### config.mk
export PLATFORM = sky130hd
export DESIGN_NAME = rng_hist
export DESIGN_NICKNAME = d
export VERILOG_FILES = /design/src/rtl/rng_hist.sv
export SDC_FILE = /design/constraint.sdc
export NUM_CORES = 1
export LEC_CHECK = 0
export BUFFER_PORTS_ARGS = -buffer_cell sky130_fd_sc_hd__buf_2
export CAP_MARGIN = 20
export CORE_UTILIZATION = 50
export CTS_CLUSTER_SIZE = 12
export DETAILED_ROUTE_END_ITERATION = 16
export GPL_TIMING_DRIVEN = 0
export PLACE_DENSITY = 0.69
export SLEW_MARGIN = 20
export SYNTH_ARGS = -nofsm -noshare
export SYNTH_HDL_FRONTEND = slang
export SYNTH_SLANG_ARGS = --single-unit
export TNS_END_PERCENT = 20
### constraint.sdc
create_clock -name clk -period 2.2 [get_ports clk]
set_input_delay 0.22 -clock clk [delete_from_list [all_inputs] [get_ports clk]]
set_output_delay 0.22 -clock clk [all_outputs]
set_load 0.01 [all_outputs]
### src/rtl/rng_hist.sv
// Statistics stage behind the 8-bit rng: windowed histogram of the sample MSBs plus first-repeat period.
// The sample input is called rand_in because "rand" is a reserved word in SystemVerilog.
module rng_hist #(
    parameter int DATA_W   = 8,
    parameter int BIN_BITS = 4,
    parameter int CNT_W    = 16,
    parameter int WINDOW   = 255
) (
    input  logic                clk,
    input  logic                rst_n,
    input  logic [DATA_W-1:0]   rand_in,
    input  logic                sample_en,
    input  logic                start,
    input  logic [BIN_BITS-1:0] rd_addr,
    output logic [CNT_W-1:0]    rd_data,
    output logic                busy,
    output logic                done,
    output logic [DATA_W-1:0]   first_val,
    output logic [CNT_W-1:0]    period,
    output logic                period_valid
);
    localparam logic [1:0] S_IDLE    = 2'd0;
    localparam logic [1:0] S_COLLECT = 2'd1;
    localparam logic [1:0] S_DONE    = 2'd2;

    localparam int               NBINS    = 1 << BIN_BITS;
    localparam logic [CNT_W-1:0] CNT_MAX  = '1;
    localparam logic [CNT_W-1:0] LAST_IDX = CNT_W'(WINDOW - 1);

    logic [1:0]          state_q, state_d;
    logic [CNT_W-1:0]    sample_cnt_q, sample_cnt_d;
    logic [DATA_W-1:0]   first_val_q, first_val_d;
    logic [CNT_W-1:0]    period_q, period_d;
    logic                period_valid_q, period_valid_d;
    logic [CNT_W-1:0]    rd_data_q, rd_data_d;

    logic [NBINS-1:0][CNT_W-1:0] bin_vec;
    logic                        clear;
    logic                        accept;
    logic [BIN_BITS-1:0]         bin_idx;

    assign clear   = (state_q != S_COLLECT) && start;
    assign accept  = (state_q == S_COLLECT) && sample_en;
    assign bin_idx = rand_in[DATA_W-1 -: BIN_BITS];

    always_comb begin
        state_d        = state_q;
        sample_cnt_d   = sample_cnt_q;
        first_val_d    = first_val_q;
        period_d       = period_q;
        period_valid_d = period_valid_q;
        if (clear) begin
            state_d        = S_COLLECT;
            sample_cnt_d   = '0;
            first_val_d    = '0;
            period_d       = '0;
            period_valid_d = 1'b0;
        end else if (accept) begin
            sample_cnt_d = sample_cnt_q + CNT_W'(1);
            // sample_cnt_q is the index of the sample being accepted
            if (sample_cnt_q == '0) begin
                first_val_d = rand_in;
            end else if (!period_valid_q && (rand_in == first_val_q)) begin
                period_d       = sample_cnt_q;
                period_valid_d = 1'b1;
            end
            if (sample_cnt_q == LAST_IDX) begin
                state_d = S_DONE;
            end
        end
    end

    // Read port sees the count before any same-cycle increment
    always_comb begin
        rd_data_d = bin_vec[rd_addr];
    end

    always_ff @(posedge clk) begin
        if (!rst_n) begin
            state_q        <= S_IDLE;
            sample_cnt_q   <= '0;
            first_val_q    <= '0;
            period_q       <= '0;
            period_valid_q <= 1'b0;
            rd_data_q      <= '0;
        end else begin
            state_q        <= state_d;
            sample_cnt_q   <= sample_cnt_d;
            first_val_q    <= first_val_d;
            period_q       <= period_d;
            period_valid_q <= period_valid_d;
            rd_data_q      <= rd_data_d;
        end
    end

    generate
        for (genvar gi = 0; gi < NBINS; gi++) begin : g_bin
            logic [CNT_W-1:0] cnt_q, cnt_d;

            always_comb begin
                cnt_d = cnt_q;
                if (clear) begin
                    cnt_d = '0;
                end else if (accept && (bin_idx == BIN_BITS'(gi)) && (cnt_q != CNT_MAX)) begin
                    cnt_d = cnt_q + CNT_W'(1);
                end
            end

            always_ff @(posedge clk) begin
                if (!rst_n) begin
                    cnt_q <= '0;
                end else begin
                    cnt_q <= cnt_d;
                end
            end

            assign bin_vec[gi] = cnt_q;
        end
    endgenerate

    assign rd_data      = rd_data_q;
    assign busy         = (state_q == S_COLLECT);
    assign done         = (state_q == S_DONE);
    assign first_val    = first_val_q;
    assign period       = period_q;
    assign period_valid = period_valid_q;
endmodule

# Yosys cells after proc, flatten, opt, wreduce, memory -nomap -nowiden
# Cells that the tools add are included.
dict set report totals {
  reg_bits 315
  inputBits 16
  output_inout_bits 43
  word_cells 129
}
dict set report classes {
  add_sub_neg 17
  n_lt_le_gt_ge 1
  eq_ne 36
  mux 5
  bitwise_logic 2
  n_reduce_logical 45
}
# op count
set ops {}
lappend ops {{16-bit by 1-bit adder with 16-bit output (second input constant)} 17}
lappend ops {{16-bit inequality test (second input constant)} 16}
lappend ops {{16-bit binary-select mux with 4-bit select} 1}
lappend ops {{1-bit logical AND} 35}
lappend ops {{4-bit == test (second input constant)} 8}
lappend ops {{16-bit by 8-bit == test with 1-bit output (second input constant)} 1}
lappend ops {{4-bit by 3-bit == test with 1-bit output (second input constant)} 4}
lappend ops {{16-bit logical NOT} 1}
lappend ops {{16-bit 2-to-1 mux} 1}
lappend ops {{4-bit by 2-bit == test with 1-bit output (second input constant)} 2}
lappend ops {{8-bit == test} 1}
lappend ops {{2-bit AND reduction} 3}
lappend ops {{4-bit by 5-bit < comparator with 1-bit output (second input constant)} 1}
lappend ops {{4-bit by 1-bit == test with 1-bit output (second input constant)} 1}
lappend ops {{4-bit logical NOT} 1}
lappend ops {{2-bit nonzero test} 2}
lappend ops {{1-bit 2-to-1 mux} 3}
lappend ops {{3-bit AND reduction} 1}
lappend ops {{2-bit by 1-bit == test with 1-bit output (second input constant)} 1}
lappend ops {{2-bit == test (second input constant)} 1}
lappend ops {{2-bit by 1-bit inequality test with 1-bit output (second input constant)} 1}
lappend ops {{1-bit inverter} 2}
lappend ops {{2-bit OR reduction} 1}
lappend ops {{1-bit logical NOT} 1}

# Longest topological paths before layout
# Gate-level depths: netlist (run 1).
dict set report depth {
  word_depth 4
  mapped_depth 9
  depth_no_buf 7
}

# Worst setup path after synthesis (run 1)
# Ideal clock, no wire load.
dict set report synth_path {
  path_kind {reg-to-reg}
  from {register state_q[0]}
  to {register g_bin[0].cnt_q[10]}
  setup_time_ns 0.059
  arrival_ns 2.048
  required_ns 2.141
  slack_ns 0.093
  path_stages_with_launch 6
  path_buffers 0
  synth_period_minus_slack_ns 2.107
  cell_sequence {dfxtp_1 > or4b_1 > or3_4 > or3_4 > or4_1 > nand2_1}
}
dict set report synth_between {
  elab_chain_len 4
  elab_cells_between_ends 7
  classes_between {2 x eq/ne; 5 x reduce/logical}
}
# item line_no
set synth_lines {}
lappend synth_lines {{from (decl)} 30} ;# logic [1:0] state_q, state_d;
lappend synth_lines {{from (signal assigned)} 87} ;# state_q <= state_d;
lappend synth_lines {{2-bit by 1-bit == test with 1-bit output} 43} ;# assign accept = (state_q == S_COLLECT) && sample_en;
lappend synth_lines {{1-bit logical AND} 43}
lappend synth_lines {{1-bit logical AND (2 in a row)} 104} ;# end else if (accept && (bin_idx == BIN_BITS'(gi)) && (cnt_q != CNT_MAX)) begin
lappend synth_lines {{to (signal assigned)} 113} ;# cnt_q <= cnt_d;
lappend synth_lines {{to (decl)} 98} ;# logic [CNT_W-1:0] cnt_q, cnt_d;
# Several ways; a longest one is shown, not always the timed one.
# A chain may end at the register's enable or synchronous reset.

# Worst setup path after layout (run 1)
dict set report layout_path {
  from {register state_q[1]}
  to {register g_bin[12].cnt_q[14]}
}
dict set report layout_between {
  elab_chain_len 4
  elab_cells_between_ends 7
  classes_between {2 x eq/ne; 5 x reduce/logical}
}
# item line_no
set layout_lines {}
lappend layout_lines {{2-bit by 1-bit == test with 1-bit output} 43}
lappend layout_lines {{1-bit logical AND} 43}
lappend layout_lines {{1-bit logical AND (2 in a row)} 104}
lappend layout_lines {{to (signal assigned)} 113}
lappend layout_lines {{to (decl)} 98}
# Several ways; a longest one is shown, not always the timed one.

==> results.cfg, run 1 <==
[sta]
fin_crit_ns = 2.180
setup_viol = 0
drv_slew = 0
fmax_mhz = 458.6
rsz0062_at_grt = true
finalCritPeriodShare = 0.9911
finClkSkew_ns = 0.01964
tightest_slew_ns = 0.8709
hold_viol_final = 0
relSlewSlack = 0.4194
worst_slack_ns = 0.01967

[route]
viasPerCell = 6.087
drc = 0
vias = 14463
totalWireLength_mm = 47.12
first_pass_iters = 7
drtIter0Drc = 1572
drt-wirelength-per-cell_um = 19.83
detail-route-antenna-nets = 0

[clock_network]
clkTransAtPathRegs_ns = 0.06
clock_latency_ns = 0.52
cts_buffers = 36
cts.sinks = 315
htree_levels = 2
clockBufferDepth = 3
cts_root_buf = clkbuf_16
cts_tree = yes

[synth]
syn_avg_cell_area_sq_um = 9.027
yosys.area.top_type_share = 0.3851
yosysTopAreaCell = dfxtp_1
syn_area_sq_mm = 0.01637
ys_warn_count = 0
synth_most_common_cell = dfxtp_1
synth.distinct_cells = 52
netlist_top_cells_area = dfxtp_1 (39%), xnor2_1 (10%), mux4_2 (8.8%)
ys.flop_type = dfxtp_1
synthCells = 1814
ys_seq_elements = 315
yosys-top-cells-count = dfxtp_1 (315), nor2_1 (294), xnor2_1 (188)
synth_edf_count = 0
yosysSeqAreaShare = 0.3851
async_reset_ff_frac = 0
syn-num-nets = 1849

[placed_design]
gp_congestion = 0.9501
port_buffers = 55
place_inst = 2304
place_hpwl_mm = 35.04
pre_cts_slack_ns = -0.6728

[floorplanning]
core-area_sq_mm = 0.03188
die_h_um = 183.0
row_count = 65
ios = 59
die_w_um = 183.0
start_util = 0.5136
dieArea_sq_mm = 0.03348

[critical_path]
start_kind = flop
criticalPathCategory = flop to flop
critPathRequiredTime_ns = 2.61
max_stage_delay_ns = 0.67
path_buf_inv = 0
crit_path_end_kind = flop
critPathArrivalTime_ns = 2.59
cpMaxStageDelayCell = or4b_4
path_delay_family = simple AND/OR/NAND/NOR gates
worst-path-max-fanout = 9
crit_chain = nand3b_1 > or4b_4 > nor4b_1 > xnor2_1 > nor2_1

[layout]
antenna_cells = 0
nFillCells = 2869
finalNetCount = 1954
final_cells = 2376
final_util = 0.5879
ff_latch_area_sq_mm = 0.006317
layout-drive-gt1-share = 0.1432
multi_input_area_sq_mm = 0.009938
syn_to_final_growth_pct = 14.46

[global_route]
grt_pass1_wl_mm = 73.29
track_usage = 0.2809
antenna_found_initial = 0
overflow = 0
first_global_vias = 13128
grt_start_max_net_pins = 13

[pwr]
power.leakage_nw = 6.145
ir_worst_vdd_uv = 415.5
powerDensity_mw_per_mm2 = 636.5

[job]
cap_viol_max_count = 0

[outcome]
status = completed

[worst_hold_path]
hold_path_class = primary input to flop
==> kinds of logic (layout without fill, tap and decap cells) <==
| family | after synthesis | count (layout) | share of synthesized area |
|---|---|---|---|
| xor gates and xnor gates | 234 | 234 | 0.1252 |
| DFF | 315 | 315 | 0.3851 |
| adders and majority gates | 19 | 19 | 0.01452 |
| muxes | 123 | 123 | 0.1241 |
| and+or+nand+nor | 924 | 924 | 0.2927 |
| buffers and inverters | 97 | 224 | 0.02262 |
| AOI/OAI and AO/OA | 102 | 102 | 0.03584 |
==> where the power goes <==
group	internal [W]	switching (W)	total, W
combinational	0.000162	0.000378	0.000540
clock	0.00335	0.00232	0.00567
sequential	0.00571	0.00000888	0.00572
total	0.00922	0.00271	0.0119
==> registers in the layout, summed over array words and instances (netlist names) <==
name          cells
first_val         8
g_bin.cnt_q     256
period           16
period_valid      1
rd_data          16
sample_cnt_q     16
state_q           2
==> timing repair <==
item	CTS	global route
setup endpoints to repair	309	286
cloned	0	0
pin swaps	4	6
resized for setup	55	61
hold buffers	4	0
hold endpoints to repair	4	0
buffers inserted	1	10
==> layout by cell type (no fill, tap or decap), drive strengths merged, types with 46 or more instances in the layout <==
cell type	instances
xnor2	188
nand2	108
nor4	63
nand4	101
clkbuf	124
mux2i	59
mux4	64
xor2	46
nand3	84
dfxtp	315
buf	77
nor2	294
nor3	99
==> final timing paths <==
kind,start,end,slack (ns),cells after the start
setup / recovery,state_q[1]$_SDFFE_PP0P_,g_bin[12].cnt_q[14]$_SDFFE_PP0P_,0.02,5
hold / removal,rst_n,state_q[0]$_SDFFE_PN0P_,0.04,2
setup reg to reg,state_q[1]$_SDFFE_PP0P_,g_bin[12].cnt_q[14]$_SDFFE_PP0P_,0.02,5
hold reg to reg,period[6]$_SDFFE_PP0P_,period[6]$_SDFFE_PP0P_,0.48,2
==> stage by stage <==
stage	power [W]	area, sq um	hold slack (ns)	TNS (ns)
after floorplan	0.006148	16370	0.3675	0
after detailed placement	0.006336	17200	0.4812	-122.25
after global routing	0.01229	18740	0.02107	-0.8138
final	0.01193	18740	0.03680	0
after global placement	0.006333	17190	0.4706	-116.20
after CTS	0.01198	18480	0.02872	-0.4948
==> per-layer routing <==
layer,global-route usage,wire (um)
met1,0.3828,20340
met2,0.4412,21220
met3,0.04031,3463
met4,0.1293,2095
met5,0,0
==> cell type report <==
| cell class | instances | area share |
|---|---|---|
| Sequential cell | 315 | 0.3370 |
| Clock inverter | 4 | 0.001268 |
| Timing Repair Buffer | 70 | 0.02150 |
| Inverter | 14 | 0.002804 |
| Tap cell | 435 | 0.02904 |
| Multi-Input combinational cell | 1402 | 0.5302 |
| Buffer | 80 | 0.02063 |
| Clock buffer | 56 | 0.05748 |
No activity file was read; power rests on OpenSTA's default activity.
==> run 2, diff against run 1 <==
--- a/config.mk
+++ b/config.mk
@@ -7,11 +7,11 @@
 export LEC_CHECK = 0
 export BUFFER_PORTS_ARGS = -buffer_cell sky130_fd_sc_hd__buf_2
 export CAP_MARGIN = 20
-export CORE_UTILIZATION = 50
+export CORE_UTILIZATION = 57
 export CTS_CLUSTER_SIZE = 12
 export DETAILED_ROUTE_END_ITERATION = 16
 export GPL_TIMING_DRIVEN = 0
-export PLACE_DENSITY = 0.69
+export PLACE_DENSITY = 0.83
 export SLEW_MARGIN = 20
 export SYNTH_ARGS = -nofsm -noshare
 export SYNTH_HDL_FRONTEND = slang
==> results.cfg, run 2 (same netlist as run 1, synthesis figures left out) <==
[outcome]
status = complete, but fails checks
violations = setup timing

[global_route]
antenna_found_initial = 0
track_usage = 0.3266
grt_pass1_wl_mm = 74.29
grt_start_max_net_pins = 13
overflow = 0
first_global_vias = 13509

[critical_path]
path_delay_family = buffers and inverters
path_buf_inv = 3
max_stage_delay_ns = 0.73
worst-path-max-fanout = 10
cp.depth = 6
cpMaxStageDelayCell = buf_1
crit_path_end_kind = flop
reg2reg_depth = 5
criticalPathCategory = primary input to flop
crit_chain = buf_2 > buf_1 > clkbuf_1 > mux4_2 > mux2i_1 > o22ai_1
reg2reg_slack_ns = -0.01
start_kind = primary input
critPathRequiredTime_ns = 2.53
critPathArrivalTime_ns = 2.57

[route]
detail-route-antenna-nets = 0
drtIter0Drc = 1605
drt-wirelength-per-cell_um = 20.32
viasPerCell = 6.314
drc = 0
vias = 14630
first_pass_iters = 7
totalWireLength_mm = 47.08

[clock_network]
clkTransAtPathRegs_ns = 0.06
htree_levels = 2
cts_root_buf = clkbuf_16
clockBufferDepth = 3
clock_latency_ns = 0.52
cts.sinks = 315
cts_buffers = 35
cts_tree = yes

[layout]
final_util = 0.6666
antenna_cells = 0
largest_register_ffs = 256
fin_area_sq_mm = 0.01867
top_register = g_bin.cnt_q
syn_to_final_growth_pct = 14.04
final_cell_mix = dfxtp_1 (311), nor2_1 (294), xnor2_1 (188)
layout_commonest_cell = dfxtp_1
layout-drive-gt1-share = 0.1460
finalNetCount = 1955

[job]
cap_viol_max_count = 0

[sta]
whs_ns = 0.07320
rsz0062_at_grt = true
finClkSkew_ns = 0.01927
fmax_mhz = 447.0
finalCritPeriodShare = 1.017
setup_viol = 2
hold_viol_final = 0
worst_slack_ns = -0.03708
fin_crit_ns = 2.237
tightest_slew_ns = 0.9386
drv_slew = 0
relSlewSlack = 0.3743

[floorplanning]
die_h_um = 171.5
row_count = 61
die_w_um = 171.5
start_util = 0.5846
core-area_sq_mm = 0.02801
dieArea_sq_mm = 0.02941
ios = 59

[pwr]
p_total_w = 0.01180
power.leakage_nw = 6.117
powerDensity_mw_per_mm2 = 632.1
ir_worst_vdd_uv = 484.8

[worst_hold_path]
hold_path_class = primary input to flop
hold_depth = 3

[placed_design]
port_buffers = 55
place_hpwl_mm = 34.16
gp_congestion = 0.9723
placedInstanceArea_sq_mm = 0.01713
run 2: cell types whose count changed in the layout (fill, tap and decap cells not counted), moves of 2 or more:
cell	delta
nor4b_1	-2
buf_2	+2
nor4_1	-4
a2111oi_1	-3
clkbuf_2	-5
buf_1	+2
nor4_2	+5
a2111oi_0	+3
nor4b_2	+2
clkinv_2	+3
run 2: timing repair:
| action | 4_1_cts | 5_1_grt |
|---|---|---|
| hold buffers | 5 | 0 |
| gates resized for setup | 62 | 48 |
| endpoints found under the hold margin | 5 | 0 |
| pin swaps | 2 | 6 |
| buffers inserted | 4 | 8 |
| endpoints found under the setup margin | 303 | 217 |
run 2: worst paths after layout:
check,from,endpoint
worst max-delay path,rd_addr[0],rd_data[4]$_SDFF_PN0_
worst min-delay path,rand_in[6],first_val[6]$_SDFFE_PP0P_
worst max register to register,state_q[1]$_SDFFE_PP0P_,g_bin[0].cnt_q[10]$_SDFFE_PP0P_
worst min register to register,period[10]$_SDFFE_PP0P_,period[10]$_SDFFE_PP0P_
run 2: layout make-up:
class                      instances  area [sq um]
buffer                            80         370.4
clock buffer                      50          1045
clock inverter                     6         30.03
timing repair buffer              72         416.7
sequential                       315          6316
tap                              378         473.0
multi-input combinational       1402          9970
fill                            2200          9338
inverter                          14         52.55
run 2: worst register-to-register path: cells and delay by family, from the launching register on:
family	cells	cell delay, ns
simple gates	5	1.77
flops	1	0.36
run 2: per-layer routing:
metal  vias up  GRT usage  part of all wire
li1       6816          -                 -
met1      7016     0.4359              0.41
met2       662     0.5027              0.45
met3       136    0.05430             0.085
met4         0     0.1828             0.056
met5         -          0                 0
run 2: per-stage QoR:
step,cells,setup WS (ns),setup TNS (ns)
after floorplan,1814,0.09258,0
after global placement,2247,-0.6452,-116.72
after detailed placement,2247,-0.6583,-125.56
after CTS,2310,-0.04832,-0.08415
after global routing,2317,-0.1338,-2.693
final,2317,-0.03708,-0.04461
run 2: where the power goes:
| part | internal, W | switching (W) | total (W) |
|---|---|---|---|
| Combinational | 0.000158 | 0.000379 | 0.000537 |
| Sequential | 0.00571 | 0.00000945 | 0.00572 |
| Clock | 0.00327 | 0.00227 | 0.00555 |
